`config.mk`:
```
export PLATFORM = sky130hd
export DESIGN_NAME = window_avg
export DESIGN_NICKNAME = d
export VERILOG_FILES = /design/src/rtl/dna_dsp_pkg.sv /design/src/rtl/window_buf.sv /design/src/rtl/window_avg.sv
export SDC_FILE = /design/constraint.sdc
export NUM_CORES = 1
export LEC_CHECK = 0
export BUFFER_PORTS_ARGS = -buffer_cell sky130_fd_sc_hd__buf_2
export CAP_MARGIN = 30
export CORE_ASPECT_RATIO = 1.4
export CORE_MARGIN = 5
export CORE_UTILIZATION = 30
export DETAILED_ROUTE_END_ITERATION = 8
export GPL_TIMING_DRIVEN = 1
export PLACE_DENSITY = 0.49
export REMOVE_ABC_BUFFERS = 1
export SLEW_MARGIN = 10
export SYNTH_ARGS = -nofsm -noshare
export SYNTH_HDL_FRONTEND = slang
export SYNTH_SLANG_ARGS = --single-unit
```
`constraint.sdc`:
```
create_clock -name clk -period 12.65 [get_ports clk]
set_clock_uncertainty 0.05 [all_clocks]
set_input_delay 2.53 -clock clk [delete_from_list [all_inputs] [get_ports clk]]
set_output_delay 2.53 -clock clk [all_outputs]
set_load 0.02 [all_outputs]
```
`src/rtl/dna_dsp_pkg.sv`:
```
// Shared DSP types and defaults for the sample datapath.
// Sample width and window depth used by the averaging stages.
package dna_dsp_pkg;

    localparam int SAMPLE_W = 12;
    localparam int WIN_LOG2 = 3;

    typedef logic signed [SAMPLE_W-1:0] sample_t;

endpackage

```
`src/rtl/window_buf.sv`:
```
// Circular register file holding the moving-average window.
// One write port; the read port looks at the same pointer.
module window_buf
    import dna_dsp_pkg::*;
#(
    parameter int WIDTH      = SAMPLE_W,
    parameter int LOG2_DEPTH = WIN_LOG2
) (
    input  logic                    clk,
    input  logic                    wr_en,
    input  logic [LOG2_DEPTH-1:0]   ptr,
    input  logic signed [WIDTH-1:0] wr_data,
    output logic signed [WIDTH-1:0] rd_data
);

    localparam int DEPTH = 1 << LOG2_DEPTH;

    logic signed [WIDTH-1:0] mem [DEPTH];

    // Storage is unreset; the fill count decides which entries matter.
    always_ff @(posedge clk) begin
        if (wr_en) begin
            mem[ptr] <= wr_data;
        end
    end

    // The oldest entry sits at the write pointer once the window is full.
    assign rd_data = mem[ptr];

endmodule

```
`src/rtl/window_avg.sv`:
```
// Streaming moving average over the last 2^LOG2_DEPTH samples.
// Rounded mean is registered with a one-cycle valid pulse.
module window_avg
    import dna_dsp_pkg::*;
#(
    parameter int WIDTH      = SAMPLE_W,
    parameter int LOG2_DEPTH = WIN_LOG2
) (
    input  logic                    clk,
    input  logic                    rst,
    input  logic                    in_valid,
    input  logic signed [WIDTH-1:0] din,
    input  logic                    flush,
    output logic                    out_valid,
    output logic signed [WIDTH-1:0] dout,
    output logic [LOG2_DEPTH:0]     fill
);

    localparam int DEPTH  = 1 << LOG2_DEPTH;
    localparam int SUM_W  = WIDTH + LOG2_DEPTH;
    localparam int FILL_W = LOG2_DEPTH + 1;

    logic signed [SUM_W-1:0]  sum;
    logic signed [SUM_W-1:0]  sum_next;
    logic signed [SUM_W-1:0]  old_ext;
    logic signed [SUM_W-1:0]  rnd;
    logic [LOG2_DEPTH-1:0]    wr_ptr;
    logic [LOG2_DEPTH-1:0]    ptr_next;
    logic [LOG2_DEPTH-1:0]    buf_ptr;
    logic [FILL_W-1:0]        fill_next;
    logic                     full;
    logic                     ov_next;
    logic signed [WIDTH-1:0]  dout_next;
    logic signed [WIDTH-1:0]  old;

    assign full = (fill == FILL_W'(DEPTH));

    // A flushing write restarts the window at slot 0.
    assign buf_ptr = flush ? '0 : wr_ptr;

    window_buf #(
        .WIDTH      (WIDTH),
        .LOG2_DEPTH (LOG2_DEPTH)
    ) u_buf (
        .clk     (clk),
        .wr_en   (in_valid),
        .ptr     (buf_ptr),
        .wr_data (din),
        .rd_data (old)
    );

    // Next window state and rounded mean from the post-update sum.
    always_comb begin
        sum_next  = sum;
        fill_next = fill;
        ptr_next  = wr_ptr;
        ov_next   = 1'b0;
        dout_next = dout;
        old_ext   = full ? SUM_W'(old) : '0;
        rnd       = '0;
        if (flush) begin
            if (in_valid) begin
                sum_next  = SUM_W'(din);
                fill_next = FILL_W'(1);
                ptr_next  = LOG2_DEPTH'(1);
            end else begin
                sum_next  = '0;
                fill_next = '0;
                ptr_next  = '0;
            end
        end else if (in_valid) begin
            sum_next  = sum + SUM_W'(din) - old_ext;
            fill_next = full ? fill : fill + FILL_W'(1);
            ptr_next  = wr_ptr + LOG2_DEPTH'(1);
            if (fill_next == FILL_W'(DEPTH)) begin
                rnd       = sum_next + SUM_W'(DEPTH / 2);
                dout_next = WIDTH'(rnd >>> LOG2_DEPTH);
                ov_next   = 1'b1;
            end
        end
    end

    // Window bookkeeping and output registers.
    always_ff @(posedge clk) begin
        if (rst) begin
            sum       <= '0;
            fill      <= '0;
            wr_ptr    <= '0;
            out_valid <= 1'b0;
            dout      <= '0;
        end else begin
            sum       <= sum_next;
            fill      <= fill_next;
            wr_ptr    <= ptr_next;
            out_valid <= ov_next;
            dout      <= dout_next;
        end
    end

endmodule

```
; Yosys cells after proc, flatten, opt, wreduce, memory -nomap -nowiden
; Memory sizes are Yosys's and may differ from the RTL's.
; Cells that the tools add are included.
; W data, S select, Z words.
[totals]
out_inout_bits = 17
register_bits = 35
word_cells = 33
mem_count = 1
mem_bits_rw = 96
[op_classes]
mux = 15
add_sub_neg = 5
reduce_logical = 3
n_bitwise = 2
n_eq_ne = 2
[mem_list]
columns = name, depth, word_bits, rd, rd_clocked_by_memory_dff, write_ports, line
row1 = u_buf.mem, 8, 12, 1, 0, 1, window_buf.sv:18  ; logic signed [WIDTH-1:0] mem [DEPTH];
[ops]
columns = operator, n
row1 = $mux W15, 4
row2 = $add A15 B12 Y15, 1
row3 = $add A15 B4 Y15 const B, 1
row4 = $sub A15 B15 Y15, 1
row5 = $mux W4, 3
row6 = $mux W3, 3
row7 = $eq A4 B4 Y1 const B, 2
row8 = $mux W1, 5
row9 = $add A4 B1 Y4 const B, 1
row10 = $add A3 B1 Y3 const B, 1
row11 = $reduce_and A3 Y1, 1
row12 = $reduce_or A3 Y1, 1
row13 = $not A1 Y1, 2
row14 = $reduce_bool A2 Y1, 1

; Depth between registers and ports, before layout
; Gate-level depths: netlist of run 1.
; An unclocked memory read counts as a cell.
[logic_depth]
depth_word = 6
depth_mapped = 20
ltp_nobuf = 19

; Hierarchy
; A second synthesis of run 1 with hierarchy kept.
[unflattened]
hier_cells = 598
area_unflattened_um2 = 7059.3
[modules_own_cells]
columns = module, seq_area_each_um2, n_inst, area_per_inst_um2, cells_per_inst
row1 = window_buf, 2882.8, 1, 3696.0, 176
row2 = window_avg, 700.7, 1, 3363.2, 422

; Least setup slack after synthesis of run 1
; No wires, ideal clock.
[synth_timing]
path_type = input-to-reg
startpoint = input flush
endpoint = register dout[11]
slack_ns = 6.059
stages = 18
n_path_buf = 2
t_arrival_ns = 6.401
required_time_ns = 12.460
path_cell_list = clkbuf_1 -> nor2b_1 -> clkbuf_1 -> mux4_2 -> a21oi_1 -> nor2_1 -> ha_1 -> inv_1 -> ha_1 -> fa_1 -> a211o_1 -> a2111oi_4 -> o32ai_2 -> a21oi_4 -> nand3_4 -> nor3_2 -> a31o_2 -> o311ai_0
[synth_via]
elab_chain_len = 5
[synth_rtl]
columns = item, line
row1 = start: declaration, window_avg.sv:13  ; input logic flush,
row2 = $mux W3, window_avg.sv:39  ; assign buf_ptr = flush ? '0 : wr_ptr;
row3 = $mem_v2 Z8 W12, n/a
row4 = $mux W15, window_avg.sv:59  ; old_ext = full ? SUM_W'(old) : '0;
row5 = $sub A15 B15 Y15, window_avg.sv:72  ; sum_next = sum + SUM_W'(din) - old_ext;
row6 = $add A15 B4 Y15, window_avg.sv:76  ; rnd = sum_next + SUM_W'(DEPTH / 2);
row7 = end signal: assignment, window_avg.sv:96  ; dout <= dout_next;
row8 = end: declaration, window_avg.sv:15  ; output logic signed [WIDTH-1:0] dout,
; Several ways; a longest one is shown, not always the timed one.
; A chain may end at the register's enable or synchronous reset.

; Worst setup path in the final report of run 1
; Same ends and word-level chain as after synthesis.

==> metrics.md, run 1 <==
| Metric | Value |
|---|---|
| Initial Utilization | 30.2% |
| GPL Wtd Cong | 0.883 |
| Vias | 4721 |
| Htree depth | 4 |
| P_leak | 2.91 nW |
| Port buffer count | 32 |
| DRC | 0 |
| Io pins | 33 |
| Rows | 65 |
| Area grow syn2layout | 16.5% |
| Hold Vio Cnt, Final | 0 |
| Worst EP arrival | 7660 ps |
| CTS-repair resized insts | 0 |
| Synth top area share | 42.5% |
| Fin crit share | 59.0% |
| Total core area | 22400 sq um |
| Drt first pass iters | 4 |
| Ys async rst share | 0% |
| Routed vias/inst | 4.92 |
| GRT overflow | 0 |
| Minimum clock period | 7460 ps |
| Synth Flop Type | edfxtp_1 |
| Die W | 137 microns |
| Post-Place Cells | 929 |
| First-pass GRT wire length | 26.3 mm |
| Final hold slack | 428 ps |
| Unrepaired setup endpoints after global routing | false |
| Max-Cap Viols | 0 |
| Worst-margin pin slew | 933 ps |
| Mapped Area | 6790 sq um |
| Number of global-route vias before repair | 4784 |
| Routed WL | 16.6 mm |
| Crit end category | flop |
| Crit-path max FO | 46 |
| Critical path class | input pin to flop |
| CP Data Required Time | 12850 ps |
| Fin Setup TNS | 0 ps |
| Max transition margin | 37.8% |
| Layout Nets | 697 |
| Startpoint Class | input pin |
| GRT Util Overall | 13.3% |
| Worst-case vdd ir drop | 0.0000708 V |
| F_max | 134 MHz |
| WL/cell | 17.3 microns |
| Non-Filler Instances | 960 |
| Top cells by count, synth | edfxtp_1, nor2_1, inv_1, dfxtp_1 |
| Die Footprint | 25800 sq um |
| Layout cells sized above 1 | 14.7% |
| Vert. Die Dim | 188 microns |
| P per Cell Area | 152 nW/um^2 |
| Final ANT Viol Nets | 0 |
| Most numerous cell in the Yosys netlist | edfxtp_1 |
| Num CTS Buffers | 17 |
| Initial antenna violation count | 0 |
| Mapped Cells | 617 |
| Pwr Total | 0.00120 W |
| Outcome | finished, final reports clean |
| Clk_lat worst skew | 410 ps |
| CTS tree | yes |
| CTS Root Cell | clkbuf_16 |
| Worst hold path type | flop to flop |
| N_diodes | 0 |
| Setup bufs post-CTS | 0 |
| Synth top area cells | edfxtp_1, dfxtp_1, fa_1 |
| HPWL Detailed | 11.8 mm |
| Mapped Avg Cell Area | 11.0 sq um |
| DRT iter0 DRCs | 245 |
| #FFs+latches synth | 131 |
| Max Transition Viols Final | 0 |
| Number of flops mapped to enable cells by yosys | 96 |
| Ys Warns | 0 |
| Setup violators final | 0 |
| Clk slew on worst S/H paths | 50 ps |
| Largest net degree at the start of global routing | 47 |
| Post-CTS Hold Fix Bufs | 0 |
| Largest area contributor in the synthesized netlist | edfxtp_1 |
| Sequential area share after synthesis | 52.8% |
| CTS sink count | 131 |
| Longest Clk Path Bufs | 2 |
| Cell variety after synth | 56 |
[kinds of logic (layout without fill, tap and decap cells)]
logic type,count (synthesis),after routing,share of synthesized area (%)
AO/OA/AOI/OAI,137,137,14.5
XOR/XNOR,24,24,3.21
adder cells (fa/ha/maj),34,34,7.82
buffers and inverters,93,135,5.14
flip-flops,131,131,52.8
multiplexers,29,29,4.70
AND/OR/NAND/NOR,169,169,11.8
[metrics by stage]
stage | utilization (%) | setup slack [ps] | cell area (sq um)
2_1_floorplan | - | 5490 | 6670
3_3_place_gp | 32.5 | 4920 | 7300
3_5_place_dp | 32.7 | 4780 | 7330
4_1_cts | 35.2 | 5180 | 7910
5_1_grt | 35.2 | 4680 | 7910
6_report | 35.2 | 5190 | 7910
[report_power, final]
group | switching, W | internal, W | total [W]
Clock | 0.000174 | 0.000305 | 0.000479
Sequential | 0.00000435 | 0.000470 | 0.000475
Combinational | 0.000156 | 0.0000926 | 0.000249
Total | 0.000334 | 0.000868 | 0.00120
[layout by cell type (no fill, tap or decap), types with 7 or more instances in the layout]
| cell | instances |
|---|---|
| nand3_1 | 12 |
| o21ai_0 | 23 |
| nor2b_1 | 7 |
| a211oi_1 | 17 |
| ha_1 | 20 |
| inv_1 | 61 |
| dfxtp_1 | 35 |
| buf_2 | 32 |
| clkbuf_16 | 17 |
| buf_4 | 8 |
| edfxtp_1 | 96 |
| nor3_1 | 15 |
| xnor2_1 | 17 |
| a31oi_1 | 16 |
| nand2_1 | 31 |
| mux2i_1 | 24 |
| fa_1 | 14 |
| nor2_1 | 66 |
| a21oi_1 | 31 |
[final timing paths]
| kind | slack (ps) | end | cells past startpoint | start |
|---|---|---|---|---|
| max | 5190 | dout[11]$_SDFFE_PP0P_ | 21 | flush |
| min reg2reg | 430 | dout[8]$_SDFFE_PP0P_ | 2 | dout[8]$_SDFFE_PP0P_ |
| max reg2reg | 7390 | dout[6]$_SDFFE_PP0P_ | 16 | wr_ptr[0]$_SDFFE_PP0P_ |
| min | 430 | dout[8]$_SDFFE_PP0P_ | 2 | dout[8]$_SDFFE_PP0P_ |
[registers in the layout, indices dropped and copies added, names as in the netlist]
| signal | count |
|---|---|
| fill | 4 |
| out_valid | 1 |
| u_buf.mem | 96 |
| dout | 12 |
| sum | 15 |
| wr_ptr | 3 |
[critical path, cell delays in order]
cell and delay, ps:
buf_2 80, buf_4 400, nand2b_1 750, nand2_1 440, nor2_1 200, a211oi_1 80
a21oi_1 170, a21oi_1 50, a21oi_1 150, nor2_1 70, fa_1 510, inv_1 40
ha_1 390, a21o_1 240, a2111oi_4 400, o32ai_2 190, a21oi_4 220, nand3_4 120
nor3_2 280, a31o_2 190, o311ai_0 120
[final cells by class]
type	instances	area, sq um
multi-input cells	393	2890
inverters	61	229
repair buffers	43	254
clock inverters	12	140
flip-flops and latches	131	3580
well taps	301	377
clock buffers	19	433
fillers	2286	14500
[metal layers]
layer	up-vias	GRT usage, %	share of wire (%)
li1	2282	-	-
met1	2331	16.1	42
met2	91	23.0	53
met3	17	2.58	3.4
met4	0	5.26	1.9
met5	-	0	0
(Power assumes the default switching activity.)
==> inputs of run 2 (changes only) <==
PLACE_DENSITY = 0.5   (was 0.49)
clock period = 6.8 ns   (was 12.65 ns; I/O delays follow)
==> run 2 against run 1 <==
Against the previous run:
- worst setup slack got worse by 4300 ps
- flip-flop and latch count is the same
- via count rose by 2.5%
- design area rose by 0.35%
- first-iteration DRC count is 13% higher
- register-to-register slack got worse by 6400 ps
- die area did not move
- clock power is 84% higher
- largest cell class unchanged
- sequential power up 87%
- highest routed layer unchanged
- core utilization rose by 0.12 points
- combinational power rose by 90%
- wire length up 3.1%
==> metrics.md, run 2 (synthesis results as in run 1) <==
| Metric | Value |
|---|---|
| Largest registers | u_buf.mem: 96 flops, sum: 15 flops, dout: 12 flops |
| Crit-path max FO | 12 (-74%) |
| Hold_sp | dout[8]$_SDFFE_PP0P_ |
| GPL Wtd Cong | 0.869 (-1.6%) |
| Worst r2r src | wr_ptr[0]$_SDFFE_PP0P_ |
| Most used cell, CP | nor2_1 |
| P_leak | 2.93 nW (+0.60%) |
| Initial antenna violation count | 0 (unchanged) |
| Worst-margin pin slew | 941 ps (+8.34 ps) |
| WL/cell | 17.7 microns (+2.3%) |
| Longest Clk Path Bufs | 2 (unchanged) |
| Worst EP arrival | 6140 ps (-1520 ps) |
| Area grow syn2layout | 16.9% |
| Max transition margin | 37.3% (-0.49 points) |
| Fin crit share | 86.3% |
| GRT overflow | 0 (unchanged) |
| Fillers | 2287 (+0.044%) |
| Worst-case vdd ir drop | 0.000147 V (+110%) |
| Die W | 137 microns (unchanged) |
| Largest net degree at the start of global routing | 41 (-13%) |
| F_max | 170 MHz |
| Critical path class | input pin to flop |
| N_diodes | 0 (unchanged) |
| Worst hold stages | 2 (unchanged) |
| Post-CTS Hold Fix Bufs | 0 (unchanged) |
| Clk_lat worst skew | 420 ps (about the same) |
| Minimum clock period | 5870 ps |
| Fin Setup TNS | 0 ps (unchanged) |
| Layout cells sized above 1 | 15.8% (+1.0 points) |
| Top reg by flops | u_buf.mem |
| Num CTS Buffers | 17 (unchanged) |
| Min-Delay Endpoint | dout[8]$_SDFFE_PP0P_ |
| Startpoint Class | input pin |
| Max-Cap Viols | 0 (unchanged) |
| CP Data Required Time | 7070 ps (-5780 ps) |
| Vert. Die Dim | 188 microns (unchanged) |
| Routed vias/inst | 5.01 (+1.8%) |
| CTS Root Cell | clkbuf_16 |
| Critical-path cell list | buf_2, nor2b_2, buf_4, nand2_1, a31oi_1, nor2_1, a2111oi_0, fa_1, inv_1, ha_1, nand3_1, o211ai_2, nor2_1, xnor2_1, nand4_1, a211o_1, xor2_1, a211oi_1 |
| Rows | 65 (unchanged) |
| Setup violators final | 0 (unchanged) |
| Commonest non-fill, non-tap cells in the layout | edfxtp_1, nor2_1, inv_1, dfxtp_1, buf_2 |
| Setup bufs post-CTS | 0 (unchanged) |
| Routed WL | 17.1 mm (+3.1%) |
| Unrepaired setup endpoints after global routing | false |
| Drt first pass iters | 7 (+3) |
| DRT iter0 DRCs | 277 (+13%) |
| Initial Utilization | 30.2% (unchanged) |
| Reg2reg setup slack | 950 ps (-6440 ps) |
| Clk slew on worst S/H paths | 60 ps (about the same) |
| P per Cell Area | 282 nW/um^2 (+85%) |
| Post-Place Cells | 935 (+0.65%) |
| Outcome | finished, final reports clean |
| Most common cell after layout, fill and taps aside | edfxtp_1 |
| Worst hold path type | flop to flop |
| CTS tree | yes |
| Total core area | 22400 sq um (unchanged) |
| Non-Filler Instances | 967 (+0.73%) |
| CTS sink count | 131 (unchanged) |
| Number of global-route vias before repair | 4976 (+4.0%) |
| GRT Util Overall | 13.8% (+0.46 points) |
| Hold Vio Cnt, Final | 0 (unchanged) |
| CTS-repair resized insts | 0 (unchanged) |
| Slowest-stage cell, CP | a2111oi_0 |
| First-pass GRT wire length | 27.3 mm (+3.9%) |
| HPWL Detailed | 12.0 mm (+1.8%) |
| DRC | 0 (unchanged) |
| Final hold slack | 425 ps (-3.21 ps) |
| Worst R2R End | dout[6]$_SDFFE_PP0P_ |
| Io pins | 33 (unchanged) |
| Final ANT Viol Nets | 0 (unchanged) |
| Layout Nets | 703 (+0.86%) |
| CP peak stage delay | 690 ps (-60 ps) |
| Crit end category | flop |
| Reg2Reg Depth | 17 (+1) |
| Htree depth | 4 (unchanged) |
| Port buffer count | 32 (unchanged) |
| Die Footprint | 25800 sq um (unchanged) |
| Vias | 4840 (+2.5%) |
| Number of flip-flops in the largest register | 96 (unchanged) |
| Max Transition Viols Final | 0 (unchanged) |
-- run 2: changes by cell type in the layout (fill, tap and decap cells not counted) --
| cell | change |
|---|---|
| inv_6 | +2 |
| buf_6 | -3 |
| bufinv_16 | -1 |
| clkinv_2 | -1 |
| clkinvlp_4 | +2 |
| buf_4 | +9 |
| clkinv_1 | -1 |
-- run 2: power by group --
part           switching [W]  leakage (nW)  total, W  internal [W]
Clock               0.000342         0.265  0.000880      0.000538
Combinational       0.000295          1.51  0.000472      0.000177
Sequential         0.0000117          1.16  0.000887      0.000875
-- run 2: routing by layer --
| metal | global-route usage [%] | part of all wire (%) | routed length, microns |
|---|---|---|---|
| met1 | 16.9 | 42 | 7120 |
| met2 | 23.5 | 52 | 8920 |
| met3 | 2.36 | 3.2 | 547 |
| met4 | 5.88 | 2.8 | 480 |
| met5 | 0 | 0 | 0 |
-- run 2: worst max-delay path: cells and delay by family --
| kind | cells | cell delay [ps] |
|---|---|---|
| buffers and inverters | 3 | 550 |
| adders and majority gates | 2 | 830 |
| AOI/OAI and AO/OA | 5 | 1650 |
| and+or+nand+nor | 6 | 1110 |
| xor gates and xnor gates | 2 | 610 |
-- run 2: worst max path at each step --
| stage | slack (ps) | cells past startpoint | start | endpoint |
|---|---|---|---|---|
| finish | 930 | 18 | flush | dout[6]$_SDFFE_PP0P_ |
| global route | 390 | 17 | wr_ptr[0]$_SDFFE_PP0P_ | dout[11]$_SDFFE_PP0P_ |
| CTS | 880 | 17 | wr_ptr[0]$_SDFFE_PP0P_ | dout[6]$_SDFFE_PP0P_ |
| detailed placement | 510 | 18 | flush | dout[6]$_SDFFE_PP0P_ |
| global placement | 670 | 18 | flush | dout[6]$_SDFFE_PP0P_ |
| floorplan | 810 | 16 | flush | dout[11]$_SDFFE_PP0P_ |
-- run 2: metrics by stage --
step | worst slack (ps) | total power, W | instance area (sq um) | util (%)
final | 934 | 0.00224 | 7940 | 35.4
after global routing | 392 | 0.00235 | 7940 | 35.4
after CTS | 875 | 0.00225 | 7940 | 35.4
after detailed placement | 510 | 0.00137 | 7370 | 32.8
after global placement | 668 | 0.00137 | 7370 | 32.8
after floorplan | 815 | 0.00124 | 6670 | -
-- run 2: cell type report --
class	instances	area, sq um	share of cell area, %
multi-input cells	393	2890	36.4
clock buffers	19	433	5.46
flip-flops and latches	131	3580	45.2
clock inverters	13	134	1.69
repair buffers	49	288	3.63
well taps	301	377	4.75
inverters	61	229	2.89
